==> config.mk <==
export PLATFORM = sky130hd
export DESIGN_NAME = wb_arbiter_flat
export DESIGN_NICKNAME = d
export VERILOG_FILES = /design/src/rtl/wb_arbiter_if.sv /design/src/rtl/wb_arbiter.sv /design/src/flat_wrapper.sv
export SDC_FILE = /design/constraint.sdc
export NUM_CORES = 1
export LEC_CHECK = 0
export ABC_AREA = 1
export ABC_CLOCK_PERIOD_IN_PS = 2800
export BUFFER_PORTS_ARGS = -buffer_cell sky130_fd_sc_hd__buf_4
export CORE_AREA = 4 4 122 124
export DETAILED_ROUTE_END_ITERATION = 8
export DIE_AREA = 0 0 126 128
export HOLD_SLACK_MARGIN = 0.05
export PLACE_DENSITY = 0.49
export SETUP_SLACK_MARGIN = 0.1
export SLEW_MARGIN = 20
export SYNTH_ARGS = -nofsm -noshare
export SYNTH_HDL_FRONTEND = slang
export SYNTH_SLANG_ARGS = --single-unit
==> constraint.sdc <==
create_clock -name i_clk -period 2.8 [get_ports i_clk]
set_clock_uncertainty 0.2 [all_clocks]
set_input_delay 0.28 -clock i_clk [delete_from_list [all_inputs] [get_ports i_clk]]
set_output_delay 0.28 -clock i_clk [all_outputs]
set_load 0.005 [all_outputs]
==> src/rtl/wb_arbiter_if.sv <==
// Wishbone classic bus bundle: one master-to-slave channel with its return path.
// The arbiter takes two slave-side bundles (one per CPU master) and one master-side bundle to the switch.
interface wb_arbiter_if;
  localparam int unsigned AW = 32;
  localparam int unsigned DW = 32;
  localparam int unsigned SW = 4;

  logic          cyc;
  logic          stb;
  logic          we;
  logic [AW-1:0] addr;
  logic [DW-1:0] wdata;
  logic [SW-1:0] sel;
  logic [DW-1:0] rdata;
  logic          ack;
  logic          err;

  modport master (
    output cyc, stb, we, addr, wdata, sel,
    input  rdata, ack, err
  );

  modport slave (
    input  cyc, stb, we, addr, wdata, sel,
    output rdata, ack, err
  );
endinterface

==> src/rtl/wb_arbiter.sv <==
// Two-master Wishbone classic arbiter with cyc-long bus lock, round-robin tie break
// and a per-strobe watchdog that returns err when the switch never acks.
module wb_arbiter #(
  parameter int unsigned TIMEOUT = 255,
  parameter int unsigned TO_W    = 8
) (
  input  logic         i_clk,
  input  logic         i_rstn,
  wb_arbiter_if.slave  m0,
  wb_arbiter_if.slave  m1,
  wb_arbiter_if.master s,
  output logic [1:0]   o_grant
);

  typedef enum logic [1:0] {
    IDLE = 2'd0,
    G0   = 2'd1,
    G1   = 2'd2
  } state_t;

  state_t          state;
  state_t          state_nxt;
  logic            last;
  logic            last_nxt;
  logic [TO_W-1:0] wd;
  logic [TO_W-1:0] wd_nxt;
  logic            owner_stb;
  logic            timeout_hit;

  // State, round-robin pointer and watchdog registers
  always_ff @(posedge i_clk or negedge i_rstn) begin
    if (!i_rstn) begin
      state <= IDLE;
      last  <= 1'b1;
      wd    <= '0;
    end else begin
      state <= state_nxt;
      last  <= last_nxt;
      wd    <= wd_nxt;
    end
  end

  // Next-state: lock while the owner holds cyc, hand over directly when it drops
  always_comb begin
    state_nxt   = state;
    last_nxt    = last;
    wd_nxt      = '0;
    owner_stb   = 1'b0;
    timeout_hit = 1'b0;

    case (state)
      IDLE: begin
        if (m0.cyc && m1.cyc) state_nxt = last ? G0 : G1;
        else if (m0.cyc)      state_nxt = G0;
        else if (m1.cyc)      state_nxt = G1;
      end
      G0: begin
        owner_stb = m0.stb;
        if (!m0.cyc) state_nxt = m1.cyc ? G1 : IDLE;
      end
      G1: begin
        owner_stb = m1.stb;
        if (!m1.cyc) state_nxt = m0.cyc ? G0 : IDLE;
      end
      default: state_nxt = IDLE;
    endcase

    if (state_nxt == G0)      last_nxt = 1'b0;
    else if (state_nxt == G1) last_nxt = 1'b1;

    timeout_hit = owner_stb && !s.ack && (wd == TO_W'(TIMEOUT - 1));

    // Count only uninterrupted wait cycles of the current owner's strobe
    if (state != IDLE && state_nxt == state && owner_stb && !s.ack && !timeout_hit)
      wd_nxt = wd + TO_W'(1);
  end

  // Shared-port mux and return path; ack wins over err because timeout_hit excludes ack
  always_comb begin
    s.cyc    = 1'b0;
    s.stb    = 1'b0;
    s.we     = 1'b0;
    s.addr   = '0;
    s.wdata  = '0;
    s.sel    = '0;
    m0.rdata = s.rdata;
    m1.rdata = s.rdata;
    m0.ack   = 1'b0;
    m1.ack   = 1'b0;
    m0.err   = 1'b0;
    m1.err   = 1'b0;
    o_grant  = {state == G1, state == G0};

    case (state)
      G0: begin
        s.cyc   = m0.cyc;
        s.stb   = m0.stb;
        s.we    = m0.we;
        s.addr  = m0.addr;
        s.wdata = m0.wdata;
        s.sel   = m0.sel;
        m0.ack  = s.ack;
        m0.err  = timeout_hit;
      end
      G1: begin
        s.cyc   = m1.cyc;
        s.stb   = m1.stb;
        s.we    = m1.we;
        s.addr  = m1.addr;
        s.wdata = m1.wdata;
        s.sel   = m1.sel;
        m1.ack  = s.ack;
        m1.err  = timeout_hit;
      end
      default: ;
    endcase
  end

endmodule
==> src/flat_wrapper.sv <==
// flat-port wrapper written by rule: the top's interface ports become plain ports
module wb_arbiter_flat 
#(
  parameter int unsigned TIMEOUT = 255,
  parameter int unsigned TO_W    = 8
)
  (i_clk, i_rstn, o_grant, m0_cyc, m0_stb, m0_we, m0_addr, m0_wdata, m0_sel, m0_rdata, m0_ack, m0_err, m1_cyc, m1_stb, m1_we, m1_addr, m1_wdata, m1_sel, m1_rdata, m1_ack, m1_err, s_cyc, s_stb, s_we, s_addr, s_wdata, s_sel, s_rdata, s_ack, s_err);
  wb_arbiter_if m0_i ();
  wb_arbiter_if m1_i ();
  wb_arbiter_if s_i ();
  input  logic i_clk;
  input  logic i_rstn;
  output logic [1:0] o_grant;
  input wire logic [$bits(m0_i.cyc)-1:0] m0_cyc;
  input wire logic [$bits(m0_i.stb)-1:0] m0_stb;
  input wire logic [$bits(m0_i.we)-1:0] m0_we;
  input wire logic [$bits(m0_i.addr)-1:0] m0_addr;
  input wire logic [$bits(m0_i.wdata)-1:0] m0_wdata;
  input wire logic [$bits(m0_i.sel)-1:0] m0_sel;
  output wire logic [$bits(m0_i.rdata)-1:0] m0_rdata;
  output wire logic [$bits(m0_i.ack)-1:0] m0_ack;
  output wire logic [$bits(m0_i.err)-1:0] m0_err;
  input wire logic [$bits(m1_i.cyc)-1:0] m1_cyc;
  input wire logic [$bits(m1_i.stb)-1:0] m1_stb;
  input wire logic [$bits(m1_i.we)-1:0] m1_we;
  input wire logic [$bits(m1_i.addr)-1:0] m1_addr;
  input wire logic [$bits(m1_i.wdata)-1:0] m1_wdata;
  input wire logic [$bits(m1_i.sel)-1:0] m1_sel;
  output wire logic [$bits(m1_i.rdata)-1:0] m1_rdata;
  output wire logic [$bits(m1_i.ack)-1:0] m1_ack;
  output wire logic [$bits(m1_i.err)-1:0] m1_err;
  output wire logic [$bits(s_i.cyc)-1:0] s_cyc;
  output wire logic [$bits(s_i.stb)-1:0] s_stb;
  output wire logic [$bits(s_i.we)-1:0] s_we;
  output wire logic [$bits(s_i.addr)-1:0] s_addr;
  output wire logic [$bits(s_i.wdata)-1:0] s_wdata;
  output wire logic [$bits(s_i.sel)-1:0] s_sel;
  input wire logic [$bits(s_i.rdata)-1:0] s_rdata;
  input wire logic [$bits(s_i.ack)-1:0] s_ack;
  input wire logic [$bits(s_i.err)-1:0] s_err;
  assign m0_i.cyc = m0_cyc;
  assign m0_i.stb = m0_stb;
  assign m0_i.we = m0_we;
  assign m0_i.addr = m0_addr;
  assign m0_i.wdata = m0_wdata;
  assign m0_i.sel = m0_sel;
  assign m0_rdata = m0_i.rdata;
  assign m0_ack = m0_i.ack;
  assign m0_err = m0_i.err;
  assign m1_i.cyc = m1_cyc;
  assign m1_i.stb = m1_stb;
  assign m1_i.we = m1_we;
  assign m1_i.addr = m1_addr;
  assign m1_i.wdata = m1_wdata;
  assign m1_i.sel = m1_sel;
  assign m1_rdata = m1_i.rdata;
  assign m1_ack = m1_i.ack;
  assign m1_err = m1_i.err;
  assign s_cyc = s_i.cyc;
  assign s_stb = s_i.stb;
  assign s_we = s_i.we;
  assign s_addr = s_i.addr;
  assign s_wdata = s_i.wdata;
  assign s_sel = s_i.sel;
  assign s_i.rdata = s_rdata;
  assign s_i.ack = s_ack;
  assign s_i.err = s_err;
  wb_arbiter #(.TIMEOUT(TIMEOUT), .TO_W(TO_W)) u_core (.i_clk(i_clk), .i_rstn(i_rstn), .m0(m0_i), .m1(m1_i), .s(s_i), .o_grant(o_grant));
endmodule
==> flow_summary.toml <==
[worst_setup_path]
worstSetupEndpoint = "m1_err"
reg2reg_slack_ns = 0.55
path_depth_of_the_worst_reg2reg_path = 10
timing.setup.critical_path_class = "reg -> out"
r2r-start = "u_core.state[1]"
required_time_at_the_endpoint_of_the_critical_path_ns = 2.32
worstReg2RegEnd = "u_core.last"
cp-start-kind = "register"
worst_ep_arrival_time_ns = 1.93
worst_setup_ep_type = "primary output"
critical_path_peak_fanout = 14
critPathLaunch = "u_core.state[0]"

[global_route]
grt_max_degree = 49
groute.usage.overall_pct = 10.82
via_count_of_the_first_global_routing_pass = 2807
grt_pass1_wl_microns = 14430
grt_antenna_before_repair = 0
globalRoute.totalOverflow = 0

[cells_and_area]
antennaDiodeCount = 0
areaGrowthSynthToFinish_pct = 67.92
area.sequential_sq_um = 276.5
layout-drive-gt1-share_pct = 44.04
final_core_util_pct = 26.82
multi_input_area_sq_mm = 0.001299
n_fill_cell = 1529
nets_finish = 732

[place]
detailedPlacementHpwl_microns = 8205
routabilityCongestion = 0.8099
port_buffers = 221

[clocking]
numClockSinks = 11
clk_pin_slew_ns = 0.04
cts_inserted_buffers = 3
ctsRootBufferMaster = "clkbuf_16"
clock_insertion_delay_worst_skew_ns = 0.23
cts_tree = "yes"
buffer_levels_on_the_longest_clock_path = 2
cts_h_tree_depth = 1

[logic_synthesis]
yosysWarnings = 0
post_synth_num_cell_types = 21
yosys.area.top_type = "nand2_1"
synth_top_cell_area_share_pct = 29.35
synth_top_cells_by_area = "nand2_1, buf_4, a21oi_1"
synth_seq_cells = 11
summed_instance_area_of_the_synthesized_netlist_sq_mm = 0.002200
ys_top_cells_by_count = "nand2_1, a21oi_1, buf_4, clkbuf_1, inv_1"
synth_net_count = 585
synth_area_per_cell_sq_um = 5.513
synth_ff_type = "dfrtp_1"
ys_async_sr_fraction_pct = 100.0
yosys.cell_count.top_type = "nand2_1"
postSynthCellCount = 399
synth.yosys.seq_area_share_pct = 12.57
synth_enable_flop_cells = 0

[floorplanning]
floorplan.io_pins = 319
dieHeight_microns = 128
die_width_microns = 126
initial_utilization_pct = 15.97
floorplan_core_area_sq_mm = 0.01377
design.die.area_sq_mm = 0.01613
rows = 43

[pwr]
share_seq_of_total_power_pct = 8.7
leakage_nw = 1.842
comb_power_share_pct = 80.9
cell_internal_pwr_w = 0.001264
p_clk_share_pct = 10.4
power.switching_fraction_pct = 48.25
power.density_cell_area_mw_per_mm2 = 661.3
p_sw_w = 0.001178
ir_drop_mv = 0.4672

[timing]
finalWorstPathRequiredPeriod_ns = 2.412
totalNegativeSetupSlack_ns = 0
timing.final.setup_violations = 0
worst_slew_pin_slew_ns = 0.3162
final_hold_viol_count = 0
timing.fmax_ghz = 0.4146
grt_setup_unrepaired = "no"
timing.final.max_slew_violations = 0
timing.final.crit_share_pct = 86.15
relSlewSlack_pct = 78.92

[routing]
dr.first_iter.drc_count = 91
first_pass_iters = 4
antenna_left = 0
post_drt_via_cell_ratio = 3.983
routed-via-count = 2888
routedWlPerCell_microns = 13.62
drc = 0
wl_microns = 9871

[worst_hold_path]
min_delay_path_class = "in -> async"

[flow_run]
maxcap_viol_count = 0

[outcome]
outcome = "finished, final reports clean"
==> worst max-delay path, stage by stage, from the launching register on <==
cell and delay, ns:
dfrtp_1 0.42, inv_1 0.20, ha_4 0.28, nand2_1 0.07, nand2_1 0.06, nand2_1 0.06, or2_1 0.24, nor2_1 0.10
inv_1 0.06, nor2_1 0.09, buf_4 0.12
==> layout make-up <==
cell class | count | share of cell area, %
clock buffer | 4 | 2.134
inverter | 18 | 1.829
multi-input combinational | 283 | 35.16
sequential | 11 | 7.486
tap | 180 | 6.098
timing repair buffer | 229 | 47.29
==> cells in the final DEF (no fill, tap or decap) <==
master         netlist  layout
buf_4               65     226
nand2_1            172     172
a21oi_1             70      70
inv_1               16      16
nor2_1              12      12
dfrtp_1             10      10
nand3_1              7       7
ha_1                 8       6
xor2_1               4       4
clkbuf_16            0       3
inv_2                2       2
nand2_2              2       2
or2_1                2       2
o21ai_0              2       2
buf_12               0       2
and3_1               1       1
nor3b_2              1       1
nand3_2              1       1
xnor2_1              1       1
ha_4                 0       1
ha_2                 0       1
clkbuf_1            17       1
dlygate4sd3_1        0       1
dfstp_2              1       1
==> stage by stage <==
| stage | setup slack [ns] | cell area [sq um] | hold slack [ns] | total power (W) | std cells |
|---|---|---|---|---|---|
| after floorplan | 0.8483 | 2200 | -0.2156 | 0.001266 | 399 |
| after global placement | 0.4577 | 3595 | -0.08095 | 0.002182 | 720 |
| after detailed placement | 0.4825 | 3595 | -0.07663 | 0.002217 | 720 |
| after CTS | 0.2220 | 3684 | 0.2179 | 0.002487 | 725 |
| after global routing | 0.1950 | 3694 | 0.2509 | 0.002700 | 725 |
| final | 0.3879 | 3694 | 0.2173 | 0.002442 | 725 |
==> what timing repair did <==
item / in CTS / in global routing
resized for setup: 0 / 1
hold endpoints to repair: 11 / 0
buffers inserted: 0 / 0
hold buffers: 1 / 0
setup endpoints to repair: 0 / 2
==> how the worst min path moves through the flow <==
stage                            endpoint  slack, ns  cells after the start
final                        u_core.wd[3]       0.22                      2
after global routing         u_core.wd[3]       0.25                      2
after CTS                    u_core.wd[3]       0.22                      2
after detailed placement  u_core.state[1]      -0.08                      1
after global placement    u_core.state[1]      -0.08                      1
after floorplan           u_core.state[0]      -0.22                      0
==> layer usage <==
metal | GRT usage (%) | vias up | share of wire (%)
li1 | - | 1470 | -
met1 | 12.19 | 1248 | 37
met4 | 2.397 | 0 | 1.1
met2 | 20.38 | 149 | 54
met5 | 0 | - | 0
met3 | 2.833 | 21 | 8.1
==> power groups by stage <==
stage | Clock, W | Combinational (W) | Sequential [W]
after global placement | 0 | 0.00197 | 0.000211
after global routing | 0.000272 | 0.00221 | 0.000217
after CTS | 0.000262 | 0.00201 | 0.000210
final | 0.000254 | 0.00198 | 0.000212
after detailed placement | 0 | 0.00200 | 0.000212
after floorplan | 0 | 0.00106 | 0.000206
==> state kept, by name, summed over array words and instances, names as in the netlist <==
name,flops
u_core.state,2
u_core.wd,8
u_core.last,1
==> logic make-up after synthesis <==
logic type,Yosys count,synth area share [%]
XOR/XNOR,5,1.991
adder cells (fa/ha/maj),8,4.551
flip-flops,11,12.57
AO/OA/AOI/OAI,72,16.38
buffers and inverters,105,29.07
AND/OR/NAND/NOR,198,35.44
No activity file was read; power rests on OpenSTA's default activity.
